## config.mk

```make
export PLATFORM = sky130hd
export DESIGN_NAME = fetch_queue
export DESIGN_NICKNAME = d
export VERILOG_FILES = /design/src/rtl/fetch_queue.sv
export SDC_FILE = /design/constraint.sdc
export NUM_CORES = 1
export LEC_CHECK = 0
export BUFFER_PORTS_ARGS = -buffer_cell sky130_fd_sc_hd__buf_2
export CAP_MARGIN = 20
export CORE_MARGIN = 2
export CORE_UTILIZATION = 40
export CTS_BUF_LIST = sky130_fd_sc_hd__clkbuf_4
export DETAILED_ROUTE_END_ITERATION = 12
export MAX_ROUTING_LAYER = met4
export PLACE_DENSITY_LB_ADDON = 0.1
export SLEW_MARGIN = 25
export SYNTH_ARGS = -nofsm -noshare
export SYNTH_HDL_FRONTEND = slang
export SYNTH_SLANG_ARGS = --single-unit
```

## constraint.sdc

```tcl
create_clock -name clk -period 5.5 [get_ports clk]
set_input_delay 1.1 -clock clk [delete_from_list [all_inputs] [get_ports clk]]
set_output_delay 1.1 -clock clk [all_outputs]
set_load 0.01 [all_outputs]
```

## src/rtl/fetch_queue.sv

```systemverilog
// Fetch stage: issues in-order instruction fetches at pc_i and buffers {pc, instr} for decode.
// Optional feature macro: FETCH_MISALIGN_CHECK_EN (misaligned PCs become NOP entries, no fetch).
module fetch_queue #(
    parameter int PC_Width = 32,
    parameter int INSTR_W  = 32,
    parameter int DEPTH    = 2
) (
    input  logic                clk,
    input  logic                rst,
    input  logic [PC_Width-1:0] pc_i,
    input  logic                flush_i,
    output logic                pc_advance_o,
    output logic                imem_req_valid,
    input  logic                imem_req_ready,
    output logic [PC_Width-1:0] imem_req_addr,
    input  logic                imem_rsp_valid,
    input  logic [INSTR_W-1:0]  imem_rsp_data,
    output logic                id_valid,
    input  logic                id_ready,
    output logic [PC_Width-1:0] id_pc,
    output logic [INSTR_W-1:0]  id_instr
`ifdef FETCH_MISALIGN_CHECK_EN
    ,
    output logic                id_misaligned
`endif
);

    localparam int AW = $clog2(DEPTH);
    localparam int CW = AW + 1;
    localparam logic [CW:0] CREDITS = (CW + 1)'(DEPTH);
    localparam logic [INSTR_W-1:0] NOP_INSTR = INSTR_W'(32'h0000_0013);

    logic [PC_Width-1:0] tag_mem    [DEPTH];
    logic [PC_Width-1:0] fifo_pc    [DEPTH];
    logic [INSTR_W-1:0]  fifo_instr [DEPTH];

    logic [AW-1:0] tag_wr;
    logic [AW-1:0] tag_rd;
    logic [AW-1:0] wr_ptr;
    logic [AW-1:0] rd_ptr;
    logic [CW-1:0] occupancy;
    logic [CW-1:0] outstanding;
    logic [CW-1:0] drop;

    logic credit_ok;
    logic misaligned;
    logic mis_push;
    logic accept;
    logic rsp_keep;
    logic rsp_drop;
    logic push;
    logic pop;

    // A slot is free only when buffered entries plus in-flight requests leave room.
    assign credit_ok = ({1'b0, occupancy} + {1'b0, outstanding}) < CREDITS;

`ifdef FETCH_MISALIGN_CHECK_EN
    logic fifo_mis [DEPTH];

    assign misaligned = (pc_i[1:0] != 2'b00);
    // Bypass entries wait for the memory pipe to drain so the FIFO stays in program order.
    assign mis_push   = !rst && !flush_i && misaligned && credit_ok && (outstanding == '0);
`else
    assign misaligned = 1'b0;
    assign mis_push   = 1'b0;
`endif

    assign imem_req_valid = !rst && !flush_i && credit_ok && !misaligned;
    assign imem_req_addr  = pc_i;
    assign accept         = imem_req_valid && imem_req_ready;
    assign pc_advance_o   = accept || mis_push;

    assign rsp_keep = imem_rsp_valid && (drop == '0);
    assign rsp_drop = imem_rsp_valid && (drop != '0);

    assign id_valid = !rst && (occupancy != '0);
    assign id_pc    = fifo_pc[rd_ptr];
    assign id_instr = fifo_instr[rd_ptr];

`ifdef FETCH_MISALIGN_CHECK_EN
    assign id_misaligned = id_valid && fifo_mis[rd_ptr];
`endif

    // Responses landing in a flush cycle belong to the old path and are never buffered.
    assign push = !flush_i && (rsp_keep || mis_push);
    assign pop  = id_valid && id_ready && !flush_i;

    always_ff @(posedge clk) begin
        if (rst) begin
            tag_wr      <= '0;
            tag_rd      <= '0;
            wr_ptr      <= '0;
            rd_ptr      <= '0;
            occupancy   <= '0;
            outstanding <= '0;
            drop        <= '0;
        end else begin
            if (accept) begin
                tag_wr <= tag_wr + AW'(1);
            end
            if (imem_rsp_valid) begin
                tag_rd <= tag_rd + AW'(1);
            end
            outstanding <= outstanding + CW'(accept) - CW'(imem_rsp_valid);

            if (flush_i) begin
                // Everything still in flight after this cycle is stale.
                wr_ptr    <= '0;
                rd_ptr    <= '0;
                occupancy <= '0;
                drop      <= outstanding - CW'(imem_rsp_valid);
            end else begin
                if (push) begin
                    wr_ptr <= wr_ptr + AW'(1);
                end
                if (pop) begin
                    rd_ptr <= rd_ptr + AW'(1);
                end
                occupancy <= occupancy + CW'(push) - CW'(pop);
                if (rsp_drop) begin
                    drop <= drop - CW'(1);
                end
            end
        end
    end

    // Payload storage needs no reset; validity is carried by the counters above.
    always_ff @(posedge clk) begin
        if (accept) begin
            tag_mem[tag_wr] <= pc_i;
        end
        if (push) begin
            fifo_pc[wr_ptr]    <= mis_push ? pc_i : tag_mem[tag_rd];
            fifo_instr[wr_ptr] <= mis_push ? NOP_INSTR : imem_rsp_data;
`ifdef FETCH_MISALIGN_CHECK_EN
            fifo_mis[wr_ptr]   <= mis_push;
`endif
        end
    end

    rsp_needs_request: assert property (@(posedge clk) disable iff (rst)
        imem_rsp_valid |-> (outstanding != '0));

    occupancy_bounded: assert property (@(posedge clk) disable iff (rst)
        occupancy <= CW'(DEPTH));

endmodule

```

After elaboration in Yosys (flattened, before gate mapping)
Memories as Yosys holds them, arrays and structs flattened. A register that Yosys moved wholly into a read port is not among the register bits.
Cells that the tools add are included.
W data, S select, Z words.
{ "classes": {"n_mux": 12, "reduce_logical": 16, "n_addsub": 11, "order_cmp": 1} }
{ "op_table": {"columns": ["op", "count"], "rows": [
  ["$mux W1", 10],
  ["$logic_and A1 B1 Y1", 9],
  ["$reduce_bool A2 Y1", 3],
  ["$sub A2 B1 Y2", 3],
  ["$add A1 B1 Y1 const B", 4],
  ["$add A2 B1 Y2", 2],
  ["$mux W2", 2],
  ["$add A2 B2 Y3", 1],
  ["$lt A3 B2 Y1 const B", 1],
  ["$logic_not A1 Y1", 2],
  ["$logic_not A2 Y1", 1],
  ["$reduce_or A2 Y1", 1],
  ["$sub A2 B1 Y2 const B", 1]
]} }
{ "word_totals": {"out_inout_bits": 99, "inputBits": 70, "n_memories": 3, "ramBits": 192, "ff_bits": 10, "word_cells": 50} }
{ "memory_table": {"columns": ["name", "depth", "width", "rd", "rd_clocked_by_memory_dff", "wr", "line_no", "source"], "rows": [
  ["fifo_instr", 2, 32, 1, 1, 1, "35", "logic [INSTR_W-1:0] fifo_instr [DEPTH];"],
  ["fifo_pc", 2, 32, 1, 1, 1, "34", "logic [PC_Width-1:0] fifo_pc [DEPTH];"],
  ["tag_mem", 2, 32, 1, 1, 1, "33", "logic [PC_Width-1:0] tag_mem [DEPTH];"]
]} }

Longest topological paths before layout
Gate-level depths: netlist of run 1.
{ "logic_depth": {"ltp_word": 6, "depth_mapped": 9, "ltp_nobuf": 9} }

Least setup slack after synthesis of run 1
Ideal clock, no wire load.
{ "synth_path": {"path_type": "input to register", "start": "in flush_i", "end": "mem fifo_instr[0][0], enable pin", "required_time_ps": 5013, "arrival_time_ps": 4025, "setup_slack_ps": 989, "stages": 2, "setup_ps": 487, "path_buffers": 0, "cell_sequence": "nand3b_1 > nor2_1"} }
{ "synth_between": {"elab_chain_cells": 4} }
{ "synth_lines": {"columns": ["element", "line_no", "source"], "rows": [
  ["from (decl)", "11", "input logic flush_i,"],
  ["$logic_not A1 Y1", "85", "assign push = !flush_i && (rsp_keep || mis_push);"],
  ["$logic_and A1 B1 Y1", "85", null],
  ["$mux W1", "132", "if (push) begin"],
  ["$mux W1", "134", "fifo_instr[wr_ptr] <= mis_push ? NOP_INSTR : imem_rsp_data;"],
  ["to (decl)", "35", null]
]} }
No other way between the ends.

Worst setup path after layout of run 1
{ "layout_path": {"start": "reg occupancy[0]", "end": "out pc_advance_o"} }
{ "layout_between": {"elab_chain_cells": 4} }
{ "layout_lines": {"columns": ["element", "line_no", "source"], "rows": [
  ["from (decl)", "41", "logic [CW-1:0] occupancy;"],
  ["from (signal assigned)", "119", "occupancy <= occupancy + CW'(push) - CW'(pop);"],
  ["$add A2 B2 Y3", "55", "assign credit_ok = ({1'b0, occupancy} + {1'b0, outstanding}) < CREDITS;"],
  ["$lt A3 B2 Y1", "55", null],
  ["$logic_and A1 B1 Y1", "68", "assign imem_req_valid = !rst && !flush_i && credit_ok && !misaligned;"],
  ["$logic_and A1 B1 Y1", "70", "assign accept = imem_req_valid && imem_req_ready;"],
  ["to (decl)", "12", "output logic pc_advance_o,"]
]} }
No other way between the ends.

==> results of run 1 <==
==> per-layer routing <==
layer	part of all wire, %	track usage (%)
met2	48	22.0
met3	7.5	4.17
met4	2.1	6.30
met1	42	15.4
met5	0	-
==> through the flow <==
stage	area [um^2]	power [uW]	instances	setup slack [ns]	hold WS, ns
after floorplan	7780	1970	397	0.989	0.446
after global routing	9380	3480	883	1.96	0.565
after global placement	8670	2060	787	2.43	0.503
final	9380	3310	883	2.16	0.513
after detailed placement	8670	2060	787	2.39	0.500
after CTS	9360	3370	881	2.06	0.513
==> critical path, stage by stage (launching register included) <==
cell,delay (ns)
dfxtp_1,0.37
and2_1,0.16
fa_1,0.45
nor4_4,0.29
nand2_2,0.14
inv_1,0.09
buf_2,0.13
==> cells in the final DEF, fill, tap and decap left out, drive strengths merged, types with 2 or more instances in the layout <==
master and instances:
edfxtp 192, buf 171, mux2 96, clkbuf 88, dfxtp 12, nor2 10
inv 8, ha 5, nor3 4, xnor2 4, clkinv 4, xor2 3
nor2b 2, nand2b 2, nor4b 2, nand2 2
==> state kept, by name (all words and copies together), names as in the netlist, named ones only <==
| name | cells |
|---|---|
| drop | 2 |
| fifo_instr | 64 |
| fifo_pc | 64 |
| occupancy | 2 |
| outstanding | 2 |
| rd_ptr | 1 |
| tag_mem | 64 |
| tag_rd | 1 |
| tag_wr | 1 |
| wr_ptr | 1 |
==> logic make-up after synthesis <==
family / Yosys count
flops: 204
fa+ha+maj: 6
buf+inv: 52
mux: 97
simple gates: 27
xor+xnor: 7
compound gates: 4
==> power by group through the flow <==
stage / sequential, uW / clock (uW) / combinational (uW)
4_1_cts: 1790 / 1340 / 236
3_3_place_gp: 1820 / 0 / 231
6_report: 1790 / 1290 / 232
2_1_floorplan: 1810 / 0 / 158
5_1_grt: 1800 / 1430 / 256
3_5_place_dp: 1830 / 0 / 234
==> layout make-up <==
class                   instances  area (um^2)
diodes                          1         2.50
clock buffers                  88          661
clock inverters                 6         27.5
fillers                      1730         9890
inverters                       7         26.3
multi-input cells             141         1440
flip-flops and latches        204         6010
well taps                     265          332
repair buffers                171          876
==> final timing paths <==
| path | start | end | slack [ns] | depth (start not counted) |
|---|---|---|---|---|
| max reg2reg | occupancy[0] | tag_mem[1][16] | 3.05 | 4 |
| min | tag_wr | tag_wr | 0.51 | 1 |
| min reg2reg | tag_wr | tag_wr | 0.51 | 1 |
| max | occupancy[0] | pc_advance_o | 2.16 | 6 |
==> results.txt, run 1 <==
Outcome -> finished clean
Post-Syn Instances -> 397
Combinational fraction of design power -> 7.0%
Clk network pwr share -> 38.9%
Core Area -> 19300 um^2
Setup Skew -> 0.0354 ns
Syn_area_per_cell -> 19.6 um^2
First-pass GRT wire length -> 20300 um
Largest family of logic cells by synthesized area -> multiplexers
Syn Std Cell Area -> 7780 um^2
Synth Area in Compound Gates -> 0.338%
Total number of vias -> 3941
Post-Synth XOR/XNOR Area -> 0.788%
Post-CTS setup buffers -> 0
Crit path kind -> reg2out
Min-delay worst type -> reg2reg
Pin count of the biggest net entering global routing -> 65
Final GP Congestion -> 0.717
Net Sw Power -> 721 uW
Top-count cell post-synth -> edfxtp_1
WL/cell -> 15.6 um
Clock edge transition at the registers on the reported setup and hold paths -> 0.06 ns
Warnings from Yosys -> 0
Sequential fraction of the synthesis area -> 77.2%
Slew @ Worst Pin -> 0.937 ns
Post-Syn Nets -> 473
Switching part of the total -> 21.8%
Final-report setup violation count -> 0
Post-synthesis mux area share -> 14.0%
Flops & latches, synth -> 204
Synthesis-to-finish area growth -> 20.6%
CTS tree -> yes
Tmin final -> 3.34 ns
DP HPWL -> 7850 um
Arr. time, crit path -> 2.24 ns
Area contributors post-synth -> edfxtp_1, mux2_2, buf_4
Setup TNS -> 0 ns
Int Pwr -> 2590 uW
Clk buf depth -> 3
First-pass DRT Iterations -> 4
Root Driver -> clkbuf_4
Library cells used by synthesis -> 29
Slew HR -> 37.5%
Gr ovfl total -> 0
Top cells by instance count after synthesis -> edfxtp_1, mux2_2, buf_4
H-tree Lvls -> 2
DRC -> 0
Row Count -> 51
Crit. End Element -> primary output
Max-cap viol count -> 0
Post-route ant nets -> 0
Worst Setup Start Kind -> register
Leakage power -> 0.00347 uW
Initial drt markers -> 197
Final worst path period share -> 60.8%
Initial Util -> 40.4%
Endpoints failing hold -> 0
Required @ worst endpoint -> 4.40 ns
Final nets -> 655
Final core utilization -> 48.7%
I/O pin cnt -> 169
Top cell type's share of synthesized area -> 74.1%
Initial antenna violation count -> 1
Hold-fix buffers, CTS -> 0
Share of layout cells above drive strength 1 -> 59.0%
CTS Sinks -> 204
Num CTS Buffers -> 54
Post_cts resized -> 0
PD cells -> 353 nW/um^2
Post-synth ARST share -> 0%
RSZ-0062 raised after global routing -> false
Die width -> 143 um
Post-synthesis simple-gate area fraction -> 2.04%
Post-synth EDFFs -> 192
Register share of total power -> 54.1%
Critical Path Fanout Max -> 4
Adder-cell share of the synthesized area -> 1.06%
GRT Total Usage -> 13.5%
DRT Wirelength -> 13700 um
Die area -> 20600 um^2
Cell taking the most area after synthesis -> edfxtp_1
Die H -> 143 um
Skew-Pair Late Insertion Delay -> 0.65 ns
Vias in the first global route -> 4026
FMAX -> 299 MHz
Count of pins over their slew limit -> 0
Vias per Instance -> 4.46
Port bufs -> 168
Post-synth top flop -> edfxtp_1
IR drop worst, VDD -> 0.178 mV
Note: power is estimated with default switching activity, not from simulation.
==> run 2, diff against run 1 <==
Clock period 5.5 ns to 3.5 ns, I/O delays scaled along.
==> run 2 against run 1 <==
Compared with the run above:
- first-iteration DRC count shrank 45%
- global-route usage fell by 0.15 points
- power rose by 55%
- hold slack lost 0.26 ns
- via count up 1.8%
- die area is the same
- worst setup slack worse by 1.6 ns
- critical path type unchanged
- largest cell class unchanged
- largest power group unchanged
- highest routed layer unchanged
==> results.txt, run 2 (synthesis gave the netlist of run 1 again) <==
Die area -> 20600 um^2
First-pass DRT Iterations -> 4
Max-cap viol count -> 0
Vias per Instance -> 4.56
Most frequent cells in the layout -> edfxtp_1, buf_2, mux2_2
Endpoints failing hold -> 0
Worst min-delay path startpoint -> imem_rsp_data[28]
GR Util met2 -> 22.0%
Initial antenna violation count -> 1
Post_cts resized -> 0
Grt met3 use -> 4.37%
Skew-Pair Late Insertion Delay -> 0.63 ns
Root Driver -> clkbuf_4
Pin count of the biggest net entering global routing -> 65
Met1 Resource Use GR -> 15.1%
Port bufs -> 168
Gr busiest metal -> met2
Outcome -> finished clean
Commonest non-fill, non-tap cell in the layout -> edfxtp_1
Hold-fix buffers, CTS -> 0
DRC -> 0
Worst Setup Start Kind -> register
DRT Wirelength -> 13500 um
Final-report setup violation count -> 0
FMAX -> 342 MHz
Post-CTS setup buffers -> 0
Slew HR -> 38.1%
Gr ovfl total -> 0
Required @ worst endpoint -> 2.80 ns
DP HPWL -> 7890 um
Tmin final -> 2.93 ns
Synthesis-to-finish area growth -> 20.2%
Crit. End Element -> primary output
Vias in the first global route -> 4090
Clock edge transition at the registers on the reported setup and hold paths -> 0.06 ns
DP Worst Slack -> 1.02 ns
Share of layout cells above drive strength 1 -> 58.0%
Initial Util -> 40.4%
Num CTS Buffers -> 52
Arr. time, crit path -> 2.23 ns
Row Count -> 51
Reg-to-reg startpoint -> occupancy[0]
Initial drt markers -> 108
Leakage power -> 0.00345 uW
Final nets -> 655
CTS Sinks -> 204
H-tree Lvls -> 2
Post-route ant nets -> 0
Total number of vias -> 4013
Die H -> 143 um
Setup Skew -> 0.0376 ns
IR drop worst, VDD -> 0.268 mV
Fillers -> 1745
Critical Path Fanout Max -> 4
Crit path setup slack, layout -> 0.573 ns
Final worst path period share -> 83.6%
CTS tree -> yes
Final GP Congestion -> 0.706
GRT Total Usage -> 13.4%
Count of pins over their slew limit -> 0
Clk buf depth -> 3
Power consumption -> 5140 uW
I/O pin cnt -> 169
WL/cell -> 15.4 um
RSZ-0062 raised after global routing -> false
Critical path origin -> occupancy[0]
First-pass GRT wire length -> 20100 um
Min-delay worst type -> in2reg
Slew @ Worst Pin -> 0.928 ns
Crit path kind -> reg2out
Die width -> 143 um
PD cells -> 550 nW/um^2
Core Area -> 19300 um^2
Biggest regs -> fifo_instr: 64 flops, fifo_pc: 64 flops, tag_mem: 64 flops
## run 2: changes by cell type in the layout (fill, tap and decap cells not counted)
cell,change
bufinv_16,+1
clkinv_1,+5
buf_12,-1
clkinv_2,-1
clkinvlp_4,-1
clkbuf_4,-9
buf_4,+3
## run 2: cell type report
| type | count | area, um^2 | area share, % |
|---|---|---|---|
| tap | 265 | 332 | 3.55 |
| clock buffer | 79 | 593 | 6.34 |
| clock inverter | 10 | 63.8 | 0.682 |
| sequential | 204 | 6010 | 64.3 |
| timing repair buffer | 173 | 878 | 9.39 |
| multi-input combinational | 141 | 1440 | 15.4 |
| inverter | 7 | 26.3 | 0.281 |
| antenna | 1 | 2.50 | 0.0268 |
## run 2: power breakdown
group          switching, uW  leakage, uW  internal, uW
clock                    873     0.000394          1090
sequential              40.8      0.00185          2770
combinational            193      0.00121           171
total                   1110      0.00345          4040
## run 2: worst paths after layout
path,end,slack [ns],depth (start not counted)
max,pc_advance_o,0.57,6
min,fifo_instr[0][28],0.26,1
max reg2reg,tag_mem[1][19],1.04,4
min reg2reg,register,0.52,2
## run 2: critical path, stage by stage, from the launching register on
cell     delay [ns]
dfxtp_1        0.37
and2_1         0.15
fa_1           0.45
nor4_4         0.29
nand2_2        0.14
inv_1          0.09
buf_2          0.13
## run 2: metrics by stage
stage                     hold WS, ns  cells  area, um^2  util (%)  TNS [ns]
after floorplan                 0.446    397        7780         -    -78.23
after detailed placement        0.512    790        8690      45.1         0
after global placement          0.503    790        8690      45.1         0
after global routing            0.189    880        9350      48.5         0
after CTS                       0.189    879        9350      48.5         0
final                           0.256    880        9350      48.5         0
## run 2: metal layers
layer	routed length, um	vias up
met2	6710	148
met5	0	-
li1	-	1881
met3	968	24
met1	5580	1960
met4	248	0
